==> src/rtl/hazard_issue_ctrl.sv <==
// In-order issue control: RAW scoreboard hazard bubbles, two-bubble branch
// shadow and fetch-pc sequencing. The downstream stall_in freezes everything.
module hic_sb_cnt #(
    parameter int RAW_GAP = 3
) (
    input  logic clk,
    input  logic rst,
    input  logic en,
    input  logic load,
    output logic busy
);
    localparam logic [1:0] GAP = RAW_GAP[1:0];

    logic [1:0] cnt;

    // A reload by a new writer takes priority over the per-cycle countdown.
    always_ff @(posedge clk or posedge rst) begin
        if (rst)
            cnt <= 2'd0;
        else if (en) begin
            if (load)
                cnt <= GAP;
            else if (cnt != 2'd0)
                cnt <= cnt - 2'd1;
        end
    end

    assign busy = (cnt != 2'd0);
endmodule

module hazard_issue_ctrl #(
    parameter int         RAW_GAP  = 3,
    parameter logic [7:0] RESET_PC = 8'h00
) (
    input  logic        clk,
    input  logic        rst,
    input  logic [15:0] inst_in,
    input  logic        stall_in,
    input  logic        branch_taken,
    input  logic [7:0]  branch_target,
    output logic [7:0]  pc,
    output logic [15:0] inst_out,
    output logic        inst_valid
);
    localparam int NUM_REGS = 8;

    typedef enum logic [1:0] {RUN, BR1, BR2} state_t;

    typedef struct packed {
        logic       has_dest;
        logic [2:0] dest;
        logic       use_a;
        logic [2:0] src_a;
        logic       use_b;
        logic [2:0] src_b;
        logic       is_br;
    } dec_t;

    state_t                state, state_nxt;
    dec_t                  dec;
    logic [NUM_REGS-1:0]   busy;
    logic [NUM_REGS-1:0]   load;
    logic                  hazard, issue;
    logic [7:0]            pc_nxt;
    logic [15:0]           out_nxt;
    logic                  vld_nxt;
    logic                  unused_bits;

    assign unused_bits = ^inst_in[12:9];

    always_comb begin
        dec = '0;
        if (inst_in != 16'h0000) begin
            unique case (inst_in[15:13])
                3'b000: begin
                    dec.has_dest = 1'b1;
                    dec.dest     = inst_in[8:6];
                    dec.use_a    = 1'b1;
                    dec.src_a    = inst_in[5:3];
                    dec.use_b    = 1'b1;
                    dec.src_b    = inst_in[2:0];
                end
                3'b001, 3'b010: begin
                    dec.has_dest = 1'b1;
                    dec.dest     = inst_in[2:0];
                end
                3'b011: begin
                    dec.use_a = 1'b1;
                    dec.src_a = inst_in[2:0];
                end
                3'b100:  dec.is_br = 1'b1;
                default: dec = '0;
            endcase
        end
    end

    // Only RUN looks at inst_in; in the branch shadow pc still points at the branch.
    assign hazard = (state == RUN) &&
                    ((dec.use_a && busy[dec.src_a]) || (dec.use_b && busy[dec.src_b]));
    assign issue  = (state == RUN) && !hazard;

    genvar r;
    generate
        for (r = 0; r < NUM_REGS; r++) begin : g_sb
            assign load[r] = issue && dec.has_dest && (dec.dest == 3'(r));
            hic_sb_cnt #(.RAW_GAP(RAW_GAP)) u_cnt (
                .clk  (clk),
                .rst  (rst),
                .en   (!stall_in),
                .load (load[r]),
                .busy (busy[r])
            );
        end
    endgenerate

    always_comb begin
        state_nxt = state;
        pc_nxt    = pc;
        out_nxt   = 16'h0000;
        vld_nxt   = 1'b0;
        unique case (state)
            RUN: begin
                if (!hazard) begin
                    out_nxt = inst_in;
                    vld_nxt = 1'b1;
                    if (dec.is_br)
                        state_nxt = BR1;
                    else
                        pc_nxt = pc + 8'd1;
                end
            end
            BR1: state_nxt = BR2;
            BR2: begin
                state_nxt = RUN;
                pc_nxt    = branch_taken ? branch_target : pc + 8'd1;
            end
            default: state_nxt = RUN;
        endcase
    end

    always_ff @(posedge clk or posedge rst) begin
        if (rst) begin
            state      <= RUN;
            pc         <= RESET_PC;
            inst_out   <= 16'h0000;
            inst_valid <= 1'b0;
        end else if (!stall_in) begin
            state      <= state_nxt;
            pc         <= pc_nxt;
            inst_out   <= out_nxt;
            inst_valid <= vld_nxt;
        end
    end
endmodule

==> config.mk <==
export PLATFORM = sky130hd
export DESIGN_NAME = hazard_issue_ctrl
export DESIGN_NICKNAME = d
export VERILOG_FILES = /design/src/rtl/hazard_issue_ctrl.sv
export SDC_FILE = /design/constraint.sdc
export NUM_CORES = 1
export LEC_CHECK = 0
export ABC_AREA = 1
export CORE_MARGIN = 3
export CORE_UTILIZATION = 51
export CTS_BUF_LIST = sky130_fd_sc_hd__clkbuf_4 sky130_fd_sc_hd__clkbuf_8
export DETAILED_ROUTE_END_ITERATION = 10
export PLACE_DENSITY = 0.85
export SYNTH_ARGS = -nofsm -noshare
export SYNTH_HDL_FRONTEND = slang
export SYNTH_SLANG_ARGS = --single-unit
==> constraint.sdc <==
create_clock -name clk -period 3.2 [get_ports clk]
set_input_delay 0.64 -clock clk [delete_from_list [all_inputs] [get_ports clk]]
set_output_delay 0.64 -clock clk [all_outputs]
set_load 0.005 [all_outputs]
==> metrics.txt, run 1 <==
status completed; Sw Ratio 0.389; Routability Congestion 0.908; Slew HR 0.603; I/O pin count 53; initial antenna violation count 0; distinct cell type count after synthesis 33; R2R setup slack 1.23 ns; dpl hpwl 4800 µm; CTS tree yes; CP endpoint pc[2]; crit-path cells clkdlybuf4s50_1 > nor2_4 > nand3_2 > nand2_1 > nand2_1 > nand3_1 > nand3_1 > nand3_4 > nand2_1 > nand2_2 > nand2_2 > nand2_1 > o21ai_2; gate count after technology mapping between 300 and 400; Clock Latency Late Sink 0.29 ns; via-per-instance ratio 5.36; Final #Nets 452; Post-Route Skew 0.00661 ns; Worst Tran Pin Value 0.596 ns; syn_nets 399; Post-synth top flop dfrtp_1; Final Cycle Share 0.836; Highest Clock Rate approximately 0.37 GHz; RSZ-0062 raised after global routing no; start of the worst register-to-register path g_sb[7].u_cnt.cnt[0]; crit-path max cell delay about 0.54 ns; layout cells sized above 1 0.0821; Design Power 0.00230 W; synth top area cells dfrtp_1 (41%), nand2_1 (18%), nand3_1 (7.6%), inv_1 (5.7%), nand4_1 (4.5%); port bufs 52; Crit Path Max Fanout 15; commonest non-fill, non-tap cell in the layout nand2_1; Worst path slowest cell clkdlybuf4s50_1; Antenna Cells 0; FF-to-FF path depth 13; final number of setup-violating endpoints 0; CP Class in -> reg; routed via count 2576; Worst R2R End pc[2]; vias in the first global route 2522; Area Overhead vs Synth 24.7%; final hold violations 0; Setup crit start inst_in[13]; wire per inst 13.1 µm; crit path DAT 2.86 ns; setup TNS 0 ns; global-route wire length before repair 11200 µm; htree depth 2; Post-synth EDFFs 0; Yosys warnings 0; worst vdd ir around 0.00038 V; GR Overflow Total 0; cell repeated most along the worst path nand2_1; DRT iter0 DRCs 190; Initial Utilization 0.543; post-CTS setup buffer count 0; clock power share 0.142; row count 25; largest area contributor in the netlist dfrtp_1; fin crit period ~2.7 ns; Switching Power 0.000893 W; max-slew violations 0; Worst Setup End Kind flip-flop; Power Internal 0.00140 W; post-CTS sizing 0; first drt pass iteration count 4; sequential share of power 0.385; clock buffer depth 2; Inserted Clock Buffers 5; register clock-pin slew on the reported worst setup and hold paths 0.08 ns; core area 4880 µm²; Layout Utilization 0.676; Synth async-reset ratio 1.00; synthesized flop and latch total 43; Hold Crit Class reg -> reg; syn avg cell area 7.31 µm²; most frequent cells in the layout nand2_1 (124), clkdlybuf4s50_1 (52), dfrtp_1 (43); leak pwr 1.62 nW; Die X 78.1 µm; ANT nets after route 0; clock sink count 43; hold_buf cts 0; Netlist Area Pre-Place 2650 µm²; Required @ worst endpoint roughly 3.4 ns; GRT Total Usage 0.226; clk root buf clkbuf_8; power density over the cells about 700 nW/µm²; WHS 0.474 ns; top cell type's share of synthesized area 0.406; CP startpoint kind input port; Post-Route WL 6300 µm; largest net degree at the start of global routing 44; Die Y-Extent 78.1 µm; max-cap violations 0; DRC 0; Filler Cells Inserted around 430; power share of the combinational group 0.474; Seq/Total Area, Yosys 0.406; Die Area 6090 µm²
==> kinds of logic after synthesis <==
kind of cell / count (synthesis) / share of synthesized area
xor+xnor: 3 / 0.00993
buf+inv: 53 / 0.0799
flops: 43 / 0.406
compound gates: 41 / 0.0964
fa+ha+maj: 9 / 0.0425
mux: 1 / 0.00425
simple gates: 212 / 0.361
==> state kept, by name (all words and copies together), names as in the netlist <==
register	cells
inst_out	16
state	2
g_sb.u_cnt.cnt	16
inst_valid	1
pc	8
==> Yosys cell counts, types with 2 or more instances <==
cell type / number
xor2_1: 2
nor2_1: 15
nand3_2: 3
nand3_1: 40
inv_2: 5
nand2_2: 3
clkbuf_1: 4
nand2_1: 124
o22ai_1: 3
a31o_2: 2
inv_1: 40
o21ai_0: 15
o21ai_1: 9
o21ai_2: 7
a21oi_1: 2
or2_2: 2
nor3_1: 2
nand4_1: 19
dfrtp_1: 43
ha_1: 9
==> stage by stage <==
stage	instance area (µm²)	setup slack, ns	cells
global placement	3220	0.368	475
finish	3300	0.525	481
floorplan	2650	1.15	362
detailed placement	3220	0.225	475
CTS	3300	0.532	481
global route	3300	0.309	481
==> worst max-delay path: cells and delay by family <==
family	cells	cell delay, ns
AND/OR/NAND/NOR	11	1.61
buffers and inverters	1	0.54
AO/OA/AOI/OAI	1	0.07
==> final cells by class <==
| type | instances | area (µm²) | share of cell area |
|---|---|---|---|
| multi-input cells | 266 | 1360 | 0.412 |
| flip-flops and latches | 43 | 1080 | 0.326 |
| clock buffers | 6 | 76.3 | 0.0231 |
| inverters | 45 | 169 | 0.0512 |
| repair buffers | 54 | 536 | 0.162 |
| well taps | 67 | 83.8 | 0.0254 |
==> how the worst min path moves through the flow <==
stage	start	end	depth (start not counted)
floorplan	g_sb[0].u_cnt.cnt[1]	g_sb[0].u_cnt.cnt[1]	2
global placement	g_sb[2].u_cnt.cnt[1]	g_sb[2].u_cnt.cnt[1]	2
detailed placement	g_sb[4].u_cnt.cnt[1]	g_sb[4].u_cnt.cnt[1]	2
CTS	g_sb[4].u_cnt.cnt[1]	g_sb[4].u_cnt.cnt[1]	2
global route	g_sb[3].u_cnt.cnt[1]	g_sb[3].u_cnt.cnt[1]	2
finish	g_sb[4].u_cnt.cnt[1]	g_sb[4].u_cnt.cnt[1]	2
==> layer usage <==
metal / GRT usage / up-vias / share of wire
li1: - / 1289 / -
met2: 0.383 / 64 / 0.49
met1: 0.300 / 1216 / 0.45
met3: 0.0390 / 7 / 0.054
met5: 0 / - / 0
met4: 0.0577 / 0 / 0.011
==> power by group through the flow <==
stage               Clock, W  Combinational (W)  Sequential, W
floorplan                  0           0.000722       0.000870
global placement           0            0.00104       0.000881
detailed placement         0            0.00109       0.000894
CTS                 0.000331            0.00110       0.000883
global route        0.000359            0.00127       0.000913
finish              0.000325            0.00109       0.000884
Power figures use the tool's default switching activity.
==> run 2, diff against run 1 <==
--- a/config.mk
+++ b/config.mk
@@ -7,10 +7,10 @@
 export LEC_CHECK = 0
 export ABC_AREA = 1
 export CORE_MARGIN = 3
-export CORE_UTILIZATION = 51
+export CORE_UTILIZATION = 48
 export CTS_BUF_LIST = sky130_fd_sc_hd__clkbuf_4 sky130_fd_sc_hd__clkbuf_8
 export DETAILED_ROUTE_END_ITERATION = 10
-export PLACE_DENSITY = 0.85
+export PLACE_DENSITY = 0.84
 export SYNTH_ARGS = -nofsm -noshare
 export SYNTH_HDL_FRONTEND = slang
 export SYNTH_SLANG_ARGS = --single-unit
==> constraint.sdc (replaced) <==
create_clock -name clk -period 2.2 [get_ports clk]
set_input_delay 0.44 -clock clk [delete_from_list [all_inputs] [get_ports clk]]
set_output_delay 0.44 -clock clk [all_outputs]
set_load 0.005 [all_outputs]
==> run 2 against run 1 <==
Compared with the run above: sequential power is 45% higher; via count grew 8.7%; register-to-register slack worse by 0.91 ns; routed wire length rose by 12%; count of clock-buffer cells in the layout stayed put; worst setup slack worse by 0.42 ns; critical path depth down 1; power rose by 59%; design area rose by 15%; global-route usage is 0.38 points higher; highest routed layer unchanged.
==> metrics.txt, run 2 (synthesis gave the netlist of run 1 again) <==
worst vdd ir 0.000549 V (+45%); Worst Setup End Kind flip-flop; largest net degree at the start of global routing 44 (unchanged); crit path DAT 2.29 ns (-0.57 ns); top sig layer met4; GRT Total Usage 0.229 (+0.00376); Clock Latency Late Sink 0.30 ns (about the same); pre-CTS WS -0.382 ns (-0.606 ns); Die Y-Extent 80.3 µm (+2.8%); Area Overhead vs Synth 43.1%; hold_buf cts 0 (unchanged); Metal-1 WL 3020 µm (+7.5%); wire per inst 13.3 µm (+1.3%); CP delay by family, top buffers and inverters; CP startpoint kind input port; Crit Path Max Fanout 8 (-7); clock buffer depth 2 (unchanged); Worst Tran Pin Value 0.523 ns (-0.0731 ns); vias in the first global route 2645 (+4.9%); Initial Utilization 0.509 (-0.0339); first drt pass iteration count 5 (+1); final number of setup-violating endpoints 0 (unchanged); max-slew violations 0 (unchanged); Highest Clock Rate 0.477 GHz; Final #Nets 497 (+10%); DRT iter0 DRCs 175 (-7.9%); Post-Route Skew 0.00558 ns (-0.00103 ns); core area 5200 µm² (+6.7%); Die Area 6440 µm² (+5.8%); GR Overflow Total 0 (unchanged); global-route wire length before repair 11700 µm (+4.8%); power density over the cells 964 nW/µm² (+39%); Inserted Clock Buffers 5 (unchanged); met3 routed WL 407 µm (+20%); Slew HR 0.651 (+0.0488); dpl hpwl 5330 µm (+11%); PnR worst setup slack 0.104 ns (-0.421 ns); top flop regs g_sb.u_cnt.cnt x16, inst_out x16, pc x8; Worst path slowest cell clkdlybuf4s50_1; register clock-pin slew on the reported worst setup and hold paths 0.08 ns (about the same); Post-Route WL 7050 µm (+12%); DRC 0 (unchanged); Required @ worst endpoint 2.39 ns (-0.99 ns); htree depth 2 (unchanged); crit-path max cell delay 0.46 ns (-0.08 ns); row count 26 (+4.0%); final hold violations 0 (unchanged); area taken by multi-input logic gates 1440 µm² (+5.7%); Design Power 0.00365 W (+59%); crit-path cells clkdlybuf4s50_1 > inv_1 > nand2_1 > nor3_1 > buf_4 > a21oi_2 > buf_4 > nand4_1 > nand2_2 > buf_4 > nand3_1 > nand2_1; port bufs 52 (unchanged); commonest non-fill, non-tap cell in the layout nand2_1; via-per-instance ratio 5.27 (-1.6%); max-cap violations 0 (unchanged); register area 1080 µm² (unchanged); ANT nets after route 0 (unchanged); Antenna Cells 0 (unchanged); fin crit period around 2.1 ns; cell repeated most along the worst path buf_4; initial antenna violation count 0 (unchanged); clock sink count 43 (unchanged); layout cells sized above 1 0.204 (+0.122); leak pwr 1.90 nW (+17%); Routed met2 length 3490 µm (+13%); CTS tree yes; Final Cycle Share 0.953; Hold Crit Class reg -> reg; status completed; Layout Utilization 0.728 (+0.0515); Buf/Inv on CP 5 (+4); Die X 80.3 µm (+2.8%); I/O pin count 53 (unchanged); Filler Cells Inserted 394 (-8.2%); most frequent cells in the layout nand2_1 (119), clkdlybuf4s50_1 (48), dfrtp_1 (43); routed via count 2799 (+8.7%); CP Class in -> reg; Routability Congestion 0.883 (-2.7%); clk root buf clkbuf_8
==> run 2: cell types whose count changed in the layout (fill, tap and decap cells not counted), moves of 2 or more <==
cell,before,now
o22ai_2,1,3
o22ai_1,3,0
clkdlybuf4s50_1,52,48
nand2_1,124,119
buf_12,0,3
nand3_2,3,5
dlygate4sd2_1,0,2
nor2_2,0,2
dlymetal6s2s_1,0,2
buf_4,2,42
nand2_2,3,7
==> run 2: path summary, 6_finish.rpt <==
check | startpoint | to | slack (ns) | cells after the start
worst max-delay path | inst_in[2] | g_sb[4].u_cnt.cnt[0] | 0.10 | 12
worst min register to register | g_sb[0].u_cnt.cnt[1] | g_sb[0].u_cnt.cnt[1] | 0.47 | 2
max in group asynchronous | rst | g_sb[2].u_cnt.cnt[0] | 1.26 | 3
worst max register to register | g_sb[5].u_cnt.cnt[0] | g_sb[5].u_cnt.cnt[0] | 0.32 | 13
worst min-delay path | g_sb[0].u_cnt.cnt[1] | g_sb[0].u_cnt.cnt[1] | 0.47 | 2
min in group asynchronous | rst | inst_valid | 0.58 | 3
==> run 2: report_power, final <==
part | total [W] | internal [W] | switching, W
Combinational | 0.00173 | 0.000840 | 0.000894
Clock | 0.000639 | 0.000367 | 0.000272
Sequential | 0.00128 | 0.00107 | 0.000214
==> run 2: what timing repair did <==
item / CTS / global route
resized for setup: 2 / 18
buffers inserted: 0 / 1
endpoints found under the setup margin: 21 / 24
gates cloned: 1 / 1
pin swaps: 1 / 6
==> run 2: area by class of cell <==
class,instances,area share
well taps,70,0.0231
inverters,45,0.0452
repair buffers,97,0.237
clock inverters,2,0.00925
flip-flops and latches,43,0.284
clock buffers,6,0.0218
multi-input cells,268,0.379
==> run 2: layer usage <==
layer  up-vias  GRT usage
li1       1385          -
met1      1314      0.288
met2        84      0.397
met3        16     0.0381
met4         0     0.0777
met5         -          0
==> run 2: metrics by stage <==
stage | cells | hold slack [ns] | area, µm² | TNS (ns)
6_report | 531 | 0.475 | 3790 | 0
5_1_grt | 531 | 0.484 | 3790 | -0.0000766
4_1_cts | 529 | 0.479 | 3700 | 0
3_5_place_dp | 520 | 0.461 | 3580 | -12.67
3_3_place_gp | 520 | 0.456 | 3580 | -7.78
2_1_floorplan | 362 | 0.442 | 2650 | 0
==> run 2: worst register-to-register path, cell delays in order (launching register included) <==
cell     delay, ns
dfrtp_1       0.41
inv_1         0.07
ha_1          0.23
nand4_1       0.12
nand3_1       0.10
nand3_1       0.07
nand3_1       0.08
nand2_1       0.08
inv_4         0.11
nand4_1       0.16
buf_4         0.19
nand2_1       0.07
nand3_1       0.08
nand2_1       0.07
